===== config.mk =====
export PLATFORM = sky130hd
export DESIGN_NAME = trap_ctrl
export DESIGN_NICKNAME = d
export VERILOG_FILES = /design/src/rtl/trap_ctrl.sv
export SDC_FILE = /design/constraint.sdc
export NUM_CORES = 1
export LEC_CHECK = 0
export CELL_PAD_IN_SITES_DETAIL_PLACEMENT = 1
export CELL_PAD_IN_SITES_GLOBAL_PLACEMENT = 1
export CORE_MARGIN = 4
export CORE_UTILIZATION = 40
export CTS_BUF_LIST = sky130_fd_sc_hd__clkbuf_16
export CTS_CLUSTER_DIAMETER = 80
export DETAILED_ROUTE_END_ITERATION = 7
export DONT_BUFFER_PORTS = 1
export PLACE_DENSITY_LB_ADDON = 0.15
export SETUP_SLACK_MARGIN = 0.05
export SLEW_MARGIN = 5
export SYNTH_ARGS = -nofsm -noshare
export SYNTH_HDL_FRONTEND = slang
export SYNTH_SLANG_ARGS = --single-unit
export TNS_END_PERCENT = 10

===== constraint.sdc =====
create_clock -name clk -period 1.7 [get_ports clk]
set_clock_uncertainty 0.15 [all_clocks]
set_input_delay 0.255 -clock clk [delete_from_list [all_inputs] [get_ports clk]]
set_output_delay 0.255 -clock clk [all_outputs]
set_load 0.01 [all_outputs]

===== src/rtl/trap_ctrl.sv =====
// trap_ctrl: sequences PC redirects for traps, mret and taken branches.
// A trap additionally writes mepc, mcause and mtval, one CSR per cycle.
// Every sequence ends with a FLUSH_CYCLES-long flush before returning to idle.
module trap_ctrl #(
  parameter int unsigned FLUSH_CYCLES = 2
) (
  input  logic        clk,
  input  logic        rst_n,
  input  logic        trap_taken,
  input  logic [4:0]  trap_src,
  input  logic        branch_taken,
  input  logic        mret,
  input  logic [31:0] jump_target,
  input  logic [31:0] pc,
  input  logic [31:0] mtval_in,
  input  logic [31:0] mepc_rdata,
  output logic        pipe_flush,
  output logic        busy,
  output logic        pc_load,
  output logic [31:0] pc_next,
  output logic        csr_we,
  output logic [11:0] csr_addr,
  output logic [31:0] csr_wdata
);

  localparam int unsigned XLEN    = 32;
  localparam int unsigned CAUSE_W = 5;
  localparam int unsigned CSR_AW  = 12;
  localparam int unsigned CNT_W   = 4;

  localparam logic [CSR_AW-1:0] CSR_MEPC   = 12'h341;
  localparam logic [CSR_AW-1:0] CSR_MCAUSE = 12'h342;
  localparam logic [CSR_AW-1:0] CSR_MTVAL  = 12'h343;

  // Counter value loaded on FLUSH entry; the exit happens when it reaches zero.
  localparam logic [CNT_W-1:0] FLUSH_LOAD = CNT_W'(FLUSH_CYCLES - 1);

  typedef enum logic [2:0] {
    S_IDLE,
    S_REDIRECT,
    S_W_MEPC,
    S_W_MCAUSE,
    S_W_MTVAL,
    S_FLUSH
  } state_t;

  state_t              r_state;
  logic [CNT_W-1:0]    r_cnt;
  logic                r_trap;
  logic [XLEN-1:0]     r_epc;
  logic [CAUSE_W-1:0]  r_cause;
  logic [XLEN-1:0]     r_tval;
  logic                r_active;
  logic                r_pc_load;
  logic [XLEN-1:0]     r_pc_next;
  logic                r_csr_we;
  logic [CSR_AW-1:0]   r_csr_addr;
  logic [XLEN-1:0]     r_csr_wdata;

  logic                w_event;

  // Any redirect request seen this cycle (only acted on in idle).
  assign w_event = trap_taken | mret | branch_taken;

  // State sequencing with outputs registered alongside the state they belong to.
  always_ff @(posedge clk) begin
    if (!rst_n) begin
      r_state     <= S_IDLE;
      r_cnt       <= '0;
      r_trap      <= 1'b0;
      r_epc       <= '0;
      r_cause     <= '0;
      r_tval      <= '0;
      r_active    <= 1'b0;
      r_pc_load   <= 1'b0;
      r_pc_next   <= '0;
      r_csr_we    <= 1'b0;
      r_csr_addr  <= '0;
      r_csr_wdata <= '0;
    end else begin
      // Strobes and CSR bus return to zero unless the next state drives them.
      r_pc_load   <= 1'b0;
      r_csr_we    <= 1'b0;
      r_csr_addr  <= '0;
      r_csr_wdata <= '0;

      case (r_state)
        S_IDLE: begin
          if (w_event) begin
            r_state   <= S_REDIRECT;
            r_active  <= 1'b1;
            r_pc_load <= 1'b1;
            if (trap_taken) begin
              r_trap    <= 1'b1;
              r_pc_next <= jump_target;
              r_epc     <= pc;
              r_cause   <= trap_src;
              r_tval    <= mtval_in;
            end else if (mret) begin
              r_trap    <= 1'b0;
              r_pc_next <= mepc_rdata;
            end else begin
              r_trap    <= 1'b0;
              r_pc_next <= jump_target;
            end
          end
        end

        S_REDIRECT: begin
          if (r_trap) begin
            r_state     <= S_W_MEPC;
            r_csr_we    <= 1'b1;
            r_csr_addr  <= CSR_MEPC;
            r_csr_wdata <= r_epc;
          end else begin
            r_state <= S_FLUSH;
            r_cnt   <= FLUSH_LOAD;
          end
        end

        S_W_MEPC: begin
          r_state     <= S_W_MCAUSE;
          r_csr_we    <= 1'b1;
          r_csr_addr  <= CSR_MCAUSE;
          r_csr_wdata <= XLEN'(r_cause);
        end

        S_W_MCAUSE: begin
          r_state     <= S_W_MTVAL;
          r_csr_we    <= 1'b1;
          r_csr_addr  <= CSR_MTVAL;
          r_csr_wdata <= r_tval;
        end

        S_W_MTVAL: begin
          r_state <= S_FLUSH;
          r_cnt   <= FLUSH_LOAD;
        end

        S_FLUSH: begin
          if (r_cnt == '0) begin
            r_state  <= S_IDLE;
            r_active <= 1'b0;
          end else begin
            r_cnt <= r_cnt - CNT_W'(1);
          end
        end

        default: begin
          r_state  <= S_IDLE;
          r_active <= 1'b0;
        end
      endcase
    end
  end

  assign pipe_flush = r_active;
  assign busy       = r_active;
  assign pc_load    = r_pc_load;
  assign pc_next    = r_pc_next;
  assign csr_we     = r_csr_we;
  assign csr_addr   = r_csr_addr;
  assign csr_wdata  = r_csr_wdata;

endmodule


### Word-level counts from Yosys, hierarchy flattened

Index checks and enable logic that the tools add are counted.

| storage, ports and cells | value |
|---|---|
| flip-flop bits (word level) | 156 |
| output and inout bits | 80 |

| cells by class | value |
|---|---|
| add/subtract/negate cells | 1 |
| equal/unequal tests | 9 |
| muxes and demuxes | 20 |
| bitwise logic cells | 3 |
| reductions and logical operators | 11 |

Operators with widths:

| operator | number |
|---|---|
| $mux W32 | 3 |
| $pmux W32 S3 | 1 |
| $pmux W10 S3 | 1 |
| $pmux W3 S6 | 1 |
| $pmux W4 S3 | 1 |
| $mux W10 | 1 |
| $mux W3 | 3 |
| $reduce_and A3 Y1 | 3 |
| $mux W4 | 2 |
| $ne A2 B2 Y1 const B | 4 |
| $eq A3 B2 Y1 const B | 2 |
| $eq A3 B3 Y1 const B | 2 |
| $reduce_and A2 Y1 | 3 |
| $mux W1 | 5 |
| $logic_not A4 Y1 | 1 |
| $reduce_or A4 Y1 | 1 |
| $sub A4 B1 Y4 const B | 1 |
| $eq A3 B1 Y1 const B | 1 |
| $logic_not A3 Y1 | 1 |
| $pmux W1 S3 | 1 |
| $reduce_bool A3 Y1 | 1 |
| $or A1 B1 Y1 | 2 |
| $pmux W1 S2 | 1 |
| $reduce_or A2 Y1 | 1 |
| $not A1 Y1 | 1 |

### Logic depth before layout (Yosys ltp)

Gate-level depths: netlist of run 1.

| logic depth | value |
|---|---|
| depth in word-level cells | 4 |
| depth in mapped cells | 7 |

### Worst setup path after synthesis of run 1

OpenSTA, ideal clock, no wires.

| timing path | value |
|---|---|
| path kind | reg-to-reg |
| start | register r_state[2] |
| end | register r_tval[13] |
| library setup time | 132 ps |
| arrival time | 1419 ps |
| slack | -2 ps |
| cell stages (with the launch flop) | 8 |
| buffers on the path | 4 |
| clock period less this slack | 1702 ps |
| cells stage by stage | dfxtp_1 > buf_2 > or4b_1 > buf_2 > buf_6 > buf_6 > nand2_1 > a21oi_1 |

| on the way | value |
|---|---|
| cells in the longest elaborated chain, start to end | 2 |

Ends and longest elaborated chain:

| what | RTL line | RTL |
|---|---|---|
| start: declaration | 47 | `state_t r_state;` |
| start signal: assignment | 68 | `r_state <= S_IDLE;` |
| start signal: assignment | 90 | `r_state <= S_REDIRECT;` |
| start signal: assignment | 111 | `r_state <= S_W_MEPC;` |
| $logic_not A3 Y1 | 87 | `case (r_state)` |
| $reduce_and A3 Y1 (no line) | - |  |
| end signal: assignment | 98 | `r_tval <= mtval_in;` |
| end: declaration | 52 | `logic [XLEN-1:0] r_tval;` |

Every way passes these cells.
A chain may end at the register's enable or synchronous reset.

### Worst setup path after layout of run 1

| timing path | value |
|---|---|
| start | register r_state[0] |
| end | register r_csr_wdata[20] (netlist: csr_wdata[20]) |

| on the way | value |
|---|---|
| cells in the longest elaborated chain, start to end | 2 |
| elaborated cells on any way between the ends | 4 |
| classes of those cells | eq/ne: 3; mux: 1 |

Ends and longest elaborated chain:

| what | RTL line | RTL |
|---|---|---|
| $eq A3 B2 Y1 / $eq A3 B1 Y1 (equally long branches) | 87 |  |
| $pmux W32 S3 (*) | 87 |  |
| end signal: assignment | 114 | `r_csr_wdata <= r_epc;` |
| end signal: assignment | 125 | `r_csr_wdata <= XLEN'(r_cause);` |
| end signal: assignment | 132 | `r_csr_wdata <= r_tval;` |
| end: declaration | 58 | `logic [XLEN-1:0] r_csr_wdata;` |

Mark *: on every way between the ends. The rest lies on a longest branch, timed or not.

==> out/qor.csv, run 1 <==
stage;metric;value;unit
power;worst vdd rail ir drop;0.000707;V
floorplanning;core area;14100;sq um
floorplanning;Die Height;129;um
synthesis;FF+latch count, synth;146;
sta;Period minus WS final;1.61;ns
synthesis;Synth cell types;41;
cells_and_area;sequential cell area;2920;sq um
synthesis;synthesized area per cell;9.10;sq um
cells_and_area;highest-count cells in the layout ignoring fill and taps;dfxtp_1, nand2_1, dlygate4sd3_1;
sta;Max Fclk;622;MHz
detailed_routing;1st-iter DRT viols;242;
synthesis;adder-cell area share of the yosys netlist;0.00215;
placement;Port Buf Inserts;0;
sta;Final Slew Violations;0;
placement;Placed Instance Area;6000;sq um
worst_setup_path;Worst setup SP type;flip-flop;
grt;largest net degree at the start of global routing;36;
sta;RSZ-0062 raised after global routing;true;
cells_and_area;layout cells sized above 1;0.145;
worst_setup_path;critical path fanouts, max;19;
synthesis;synthesized cell area;5830;sq um
floorplanning;die span in x;129;um
floorplanning;die area;16600;sq um
status;failing checks;hold timing;
sta;Setup TNS;0;ns
floorplanning;row count;43;
synthesis;asr flop ratio synth;0;
sta;measured slew at the worst slew-check pin;0.771;ns
placement;GP Congestion;0.758;
min_path;worst hold path class;input port to flip-flop;
placement;Setup Slack @ Placement;-0.0401;ns
cells_and_area;end-of-flow core utilization;0.570;
synthesis;ys flop type;dfxtp_1;
worst_setup_path;Worst Path Required;1.83;ns
synthesis;Compound-Gate Fraction of Synth Area;0.218;
cells_and_area;commonest non-fill, non-tap cell in the layout;dfxtp_1;
cells_and_area;Final nets;892;
placement;post-DP HPWL;10.9;mm
synthesis;synthesized instance count;641;
power;overall power;9.79;mW
worst_setup_path;Setup CP Type;flip-flop to flip-flop;
detailed_routing;routed len/inst;19.8;um
flow_run;maxcap violations;0;
clock_tree;H-tree Lvls;4;
grt;GRT overflow;0;
power;Pwr Density;1220;nW/um^2
clock_tree;maximum root-to-sink buffer count;2;
status;outcome;finished, violations left;
cells_and_area;fill cell count;1526;
detailed_routing;Final ANT Viol Nets;0;
worst_setup_path;CP Cell Sequence;buf_6 > buf_4 > and3b_2 > buf_12 > a22oi_1 > nor2_1;
sta;Slew headroom;0.484;
sta;Hold Vio Cnt, Final;1;
power;leakage;2.89;nW
sta;WHS;-0.000609;ns
grt;vias in the first global route;5416;
synthesis;synth warn;0;
synthesis;Post-synth EDFFs;0;
worst_setup_path;CP Capture Type;flip-flop;
grt;first-pass GRT wire length;28.5;mm
worst_setup_path;crit path DAT;1.74;ns
cells_and_area;area of the multi-input gates;2610;sq um
worst_setup_path;slowest stage cell on the critical path;dfxtp_1;
grt;initial antenna violation count;1;
sta;fin crit share;0.945;
detailed_routing;Post-Route WL;18.7;mm
clock_tree;CTS sink cnt;146;
worst_setup_path;slowest stage delay, CP;0.32;ns
clock_tree;CTS root buf;clkbuf_16;
cells_and_area;P&R area growth vs syn;37.9;%
synthesis;sequential fraction of the synthesis area;0.501;
floorplanning;# IOs;218;
clock_tree;total CTS buffers;17;
synthesis;mux share of post-synthesis cell area;0.0663;
clock_tree;clock slew at reported path FFs;0.06;ns
detailed_routing;first-pass detailed-route iteration total;4;
detailed_routing;via count;5079;
detailed_routing;DRC;0;
synthesis;XOR/XNOR Fraction of Synth Area;0;
clock_tree;CTS tree;built;
detailed_routing;detailed-route vias per instance;5.37;
grt;gr usage total;0.218;
synthesis;Simple-Gate Fraction of Synth Area;0.143;
floorplanning;Initial Util;0.414;
clock_tree;Clk Latency, worst-skew pair;0.41;ns
cells_and_area;cell area after layout;8040;sq um
sta;setup violators final;0;
synthesis;largest family of logic cells by synthesized area;compound AO/OA/AOI/OAI gates;
sta;setup ws final;0.0928;ns
## cell usage after synthesis, drive strengths merged, types with 2 or more instances
cell type | count | area, sq um
buf | 48 | 304
nor2b | 4 | 25.0
o21a | 2 | 15.0
clkbuf | 20 | 75.1
nor3 | 4 | 25.0
a32o | 2 | 20.0
inv | 5 | 18.8
a22oi | 32 | 240
dfxtp | 146 | 2920
nor2 | 39 | 146
nand2 | 140 | 526
nor3b | 2 | 15.0
mux2i | 33 | 330
a21oi | 102 | 510
a211oi | 32 | 390
nor4b | 2 | 23.8
o221a | 2 | 22.5
mux2 | 5 | 56.3
o221ai | 3 | 26.3
a31o | 2 | 17.5
o22ai | 2 | 12.5
## cells by family (layout without fill, tap and decap cells)
kind of cell	count (synthesis)	after routing
fa+ha+maj	1	1
compound gates	181	181
mux	38	38
flops	146	146
buf+inv	74	191
other cells	1	8
simple gates	200	200
## through the flow
step / instances / hold slack [ns]
4_1_cts: 937 / 0.000483
6_report: 945 / -0.000609
5_1_grt: 944 / 0.00910
2_1_floorplan: 647 / 0.241
3_5_place_dp: 783 / 0.245
3_3_place_gp: 783 / 0.228
## worst paths after layout
check,from,to,slack [ns],cells after the start
hold reg to reg,r_epc[23],r_epc[23],0.31,2
hold / removal,jump_target[8],pc_next[8],-0.0006,2
setup reg to reg,r_state[0],csr_wdata[20],0.09,6
setup / recovery,r_state[0],csr_wdata[20],0.09,6
## area by class of cell
type                            instances  share of cell area
Sequential cell                       146               0.364
Multi-Input combinational cell        427               0.325
Timing Repair Buffer                  155               0.203
Clock buffer                           17              0.0529
Tap cell                              180              0.0280
Clock inverter                         13              0.0240
Inverter                                6             0.00311
Antenna cell                            1            0.000311
## layer usage
layer,vias to the layer above,GRT usage,share of wire
li1,2421,-,-
met1,2478,0.250,0.41
met2,150,0.386,0.52
met3,28,0.0565,0.051
met4,2,0.0859,0.021
met5,-,0,0.00037
## registers in the layout, summed over array words and instances (netlist names)
name,flops
csr_wdata,32
pc_next,32
r_epc,32
r_tval,32
r_cause,5
r_cnt,4
csr_addr,3
r_state,3
busy,1
pc_load,1
r_trap,1
## timing repair
| item | in CTS | in global routing |
|---|---|---|
| hold buffers | 123 | 5 |
| cloned | 1 | 1 |
| setup endpoints to repair | 90 | 133 |
| resized for setup | 7 | 22 |
| hold endpoints to repair | 104 | 3 |
| pin swaps | 3 | 2 |
| buffers inserted | 0 | 1 |
## worst max-delay path: cells and delay by family, from the launching register on
kind	cells	cell delay (ns)
simple gates	2	0.33
flops	1	0.32
compound gates	1	0.19
buf+inv	3	0.48
## where the power goes
group	internal [mW]	switching, mW
clock	2.56	1.39
combinational	0.843	0.966
sequential	3.73	0.292
Power figures use the tool's default switching activity.
==> run 2: changes to the inputs <==
- CORE_MARGIN: 4 -> 1.5
==> run 2 against run 1 <==
  * Highest routed layer is now met4
  * Maximum frequency fell by 4.3%
  * Sequential power barely moved
  * Clock power fell by 3%
  * The flow still finishes with violations (hold timing)
  * First-iteration DRC count rose by 2.1%
==> out/qor.csv, run 2 (synthesized netlist as in run 1, its figures left out) <==
stage;metric;value;unit
grt;gr usage total;0.233;
clock_tree;CTS tree;built;
min_path;end of the worst hold path;pc_next[19];
min_path;Worst Hold Launch;jump_target[19];
worst_setup_path;cell count of the worst reg-to-reg path;6;
power;Int Pwr;7.06;mW
power;overall power;9.77;mW
detailed_routing;DRC;0;
floorplanning;core area;14000;sq um
power;worst vdd rail ir drop;0.000731;V
sta;Period minus WS final;1.68;ns
min_path;worst hold path stage count;2;
placement;Setup Slack @ Placement;-0.0302;ns
sta;WHS;-0.0130;ns
power;sequential power share;0.412;
worst_setup_path;CP Capture Type;flip-flop;
worst_setup_path;crit path DAT;1.83;ns
detailed_routing;first-pass detailed-route iteration total;4;
floorplanning;die span in x;124;um
clock_tree;Clk Latency, worst-skew pair;0.43;ns
power;NetSw;2.70;mW
floorplanning;Die Height;124;um
sta;setup ws final;0.0203;ns
placement;Port Buf Inserts;0;
clock_tree;total CTS buffers;17;
grt;GRT overflow;0;
clock_tree;clock slew at reported path FFs;0.06;ns
grt;largest net degree at the start of global routing;42;
placement;GP Congestion;0.740;
worst_setup_path;Worst setup SP type;flip-flop;
cells_and_area;layout cells sized above 1;0.152;
placement;post-DP HPWL;10.8;mm
detailed_routing;Final ANT Viol Nets;0;
sta;fin crit share;0.988;
sta;Final Slew Violations;0;
power;Clk pwr share;0.392;
detailed_routing;routed len/inst;20.0;um
clock_tree;CTS sink cnt;146;
sta;setup violators final;0;
worst_setup_path;RR Endpoint;csr_wdata[25];
worst_setup_path;Buf/Inv on CP;3;
worst_setup_path;slowest stage delay, CP;0.34;ns
status;outcome;finished, violations left;
cells_and_area;fill cell count;1508;
grt;initial antenna violation count;2;
cells_and_area;Final nets;902;
worst_setup_path;critical path fanouts, max;19;
clock_tree;H-tree Lvls;4;
worst_setup_path;Setup CP Type;flip-flop to flip-flop;
detailed_routing;Post-Route WL;19.2;mm
detailed_routing;detailed-route vias per instance;5.34;
sta;RSZ-0062 raised after global routing;true;
worst_setup_path;CP Cell Sequence;buf_4 > buf_6 > and3b_1 > buf_12 > a22oi_1 > nor2_1;
clock_tree;maximum root-to-sink buffer count;2;
min_path;worst hold path class;input port to flip-flop;
floorplanning;Initial Util;0.415;
flow_run;maxcap violations;0;
cells_and_area;highest-count cells in the layout ignoring fill and taps;dfxtp_1, nand2_1, dlygate4sd3_1;
floorplanning;die area;15300;sq um
clock_tree;CTS root buf;clkbuf_16;
detailed_routing;via count;5125;
power;Gate power share;0.196;
worst_setup_path;worst reg-to-reg setup slack;0.02;ns
status;failing checks;hold timing;
detailed_routing;1st-iter DRT viols;247;
sta;Max Fclk;595;MHz
grt;first-pass GRT wire length;27.1;mm
power;switching portion of total power;0.277;
floorplanning;# IOs;218;
worst_setup_path;slowest stage cell on the critical path;dfxtp_1;
floorplanning;row count;43;
grt;vias in the first global route;5331;
power;Pwr Density;1190;nW/um^2
worst_setup_path;Worst path top cell family by delay;buffers and inverters;
power;leakage;2.96;nW
sta;Hold Vio Cnt, Final;1;
cells_and_area;P&R area growth vs syn;40.6;%
worst_setup_path;Worst Path Required;1.85;ns
cells_and_area;commonest non-fill, non-tap cell in the layout;dfxtp_1;
worst_setup_path;Worst R2R Start;r_state[2];
run 2: changes by cell type in the layout (fill, tap and decap cells not counted), moves of 2 or more:
cell | before | now
clkbuf_16 | 17 | 21
diode_2 | 1 | 3
dlygate4sd3_1 | 128 | 131
nor2_1 | 39 | 37
nor2_2 | 0 | 2
dfxtp_1 | 146 | 144
clkinv_1 | 3 | 6
buf_12 | 7 | 10
dfxtp_2 | 0 | 2
run 2: metrics by stage:
stage / area (sq um) / TNS (ns) / std cells / utilization / hold slack [ns]
2_1_floorplan: 5870 / 0 / 647 / - / 0.241
3_3_place_gp: 6040 / 0 / 784 / 0.430 / 0.229
3_5_place_dp: 6040 / -0.362 / 784 / 0.430 / 0.231
4_1_cts: 7940 / 0 / 941 / 0.565 / 0.00147
5_1_grt: 8200 / -0.0538 / 958 / 0.584 / -0.00377
6_report: 8200 / 0 / 959 / 0.584 / -0.0130
run 2: what timing repair did:
item	CTS	global route
hold buffers	125	6
resized for setup	12	18
gates cloned	0	4
hold endpoints to repair	107	4
pin swaps	2	7
setup endpoints to repair	99	135
buffers inserted	0	5
run 2: layout make-up:
cell class                 instances  area [sq um]  share of cell area
inverter                           6          25.0             0.00305
timing repair buffer             165          1800               0.220
multi-input combinational        427          2610               0.319
tap                              180           225              0.0275
sequential                       146          2930               0.357
antenna                            3          7.51            0.000916
clock inverter                    15           173              0.0211
clock buffer                      17           425              0.0519
run 2: how the worst max path moves through the flow:
stage	start	end	slack [ns]	cells past startpoint
3_5_place_dp	r_state[0]	r_tval[7]	-0.03	4
6_report	r_state[2]	csr_wdata[25]	0.02	6
4_1_cts	r_state[2]	r_state[0]	0.04	5
2_1_floorplan	r_state[0]	r_tval[13]	0.02	7
5_1_grt	r_state[2]	csr_wdata[25]	-0.05	6
3_3_place_gp	r_state[0]	r_tval[5]	0.02	4
run 2: power groups by stage:
stage | Combinational, mW | Clock (mW) | Sequential [mW]
CTS | 1.74 | 3.88 | 4.01
detailed placement | 1.44 | 0 | 4.08
floorplan | 1.13 | 0 | 4.01
global route | 2.07 | 4.04 | 4.06
global placement | 1.37 | 0 | 4.07
finish | 1.91 | 3.83 | 4.02
run 2: worst register-to-register path: cells and delay by family, from the launching register on:
kind	cells	cell delay, ns
buf+inv	3	0.50
simple gates	2	0.32
flops	1	0.34
compound gates	1	0.25
run 2: routing by layer:
metal	global-route usage	up-vias	wire [um]
met5	0	-	0
met4	0.0805	0	384
met3	0.0742	27	1180
met2	0.418	163	9790
met1	0.259	2486	7860
li1	-	2449	-
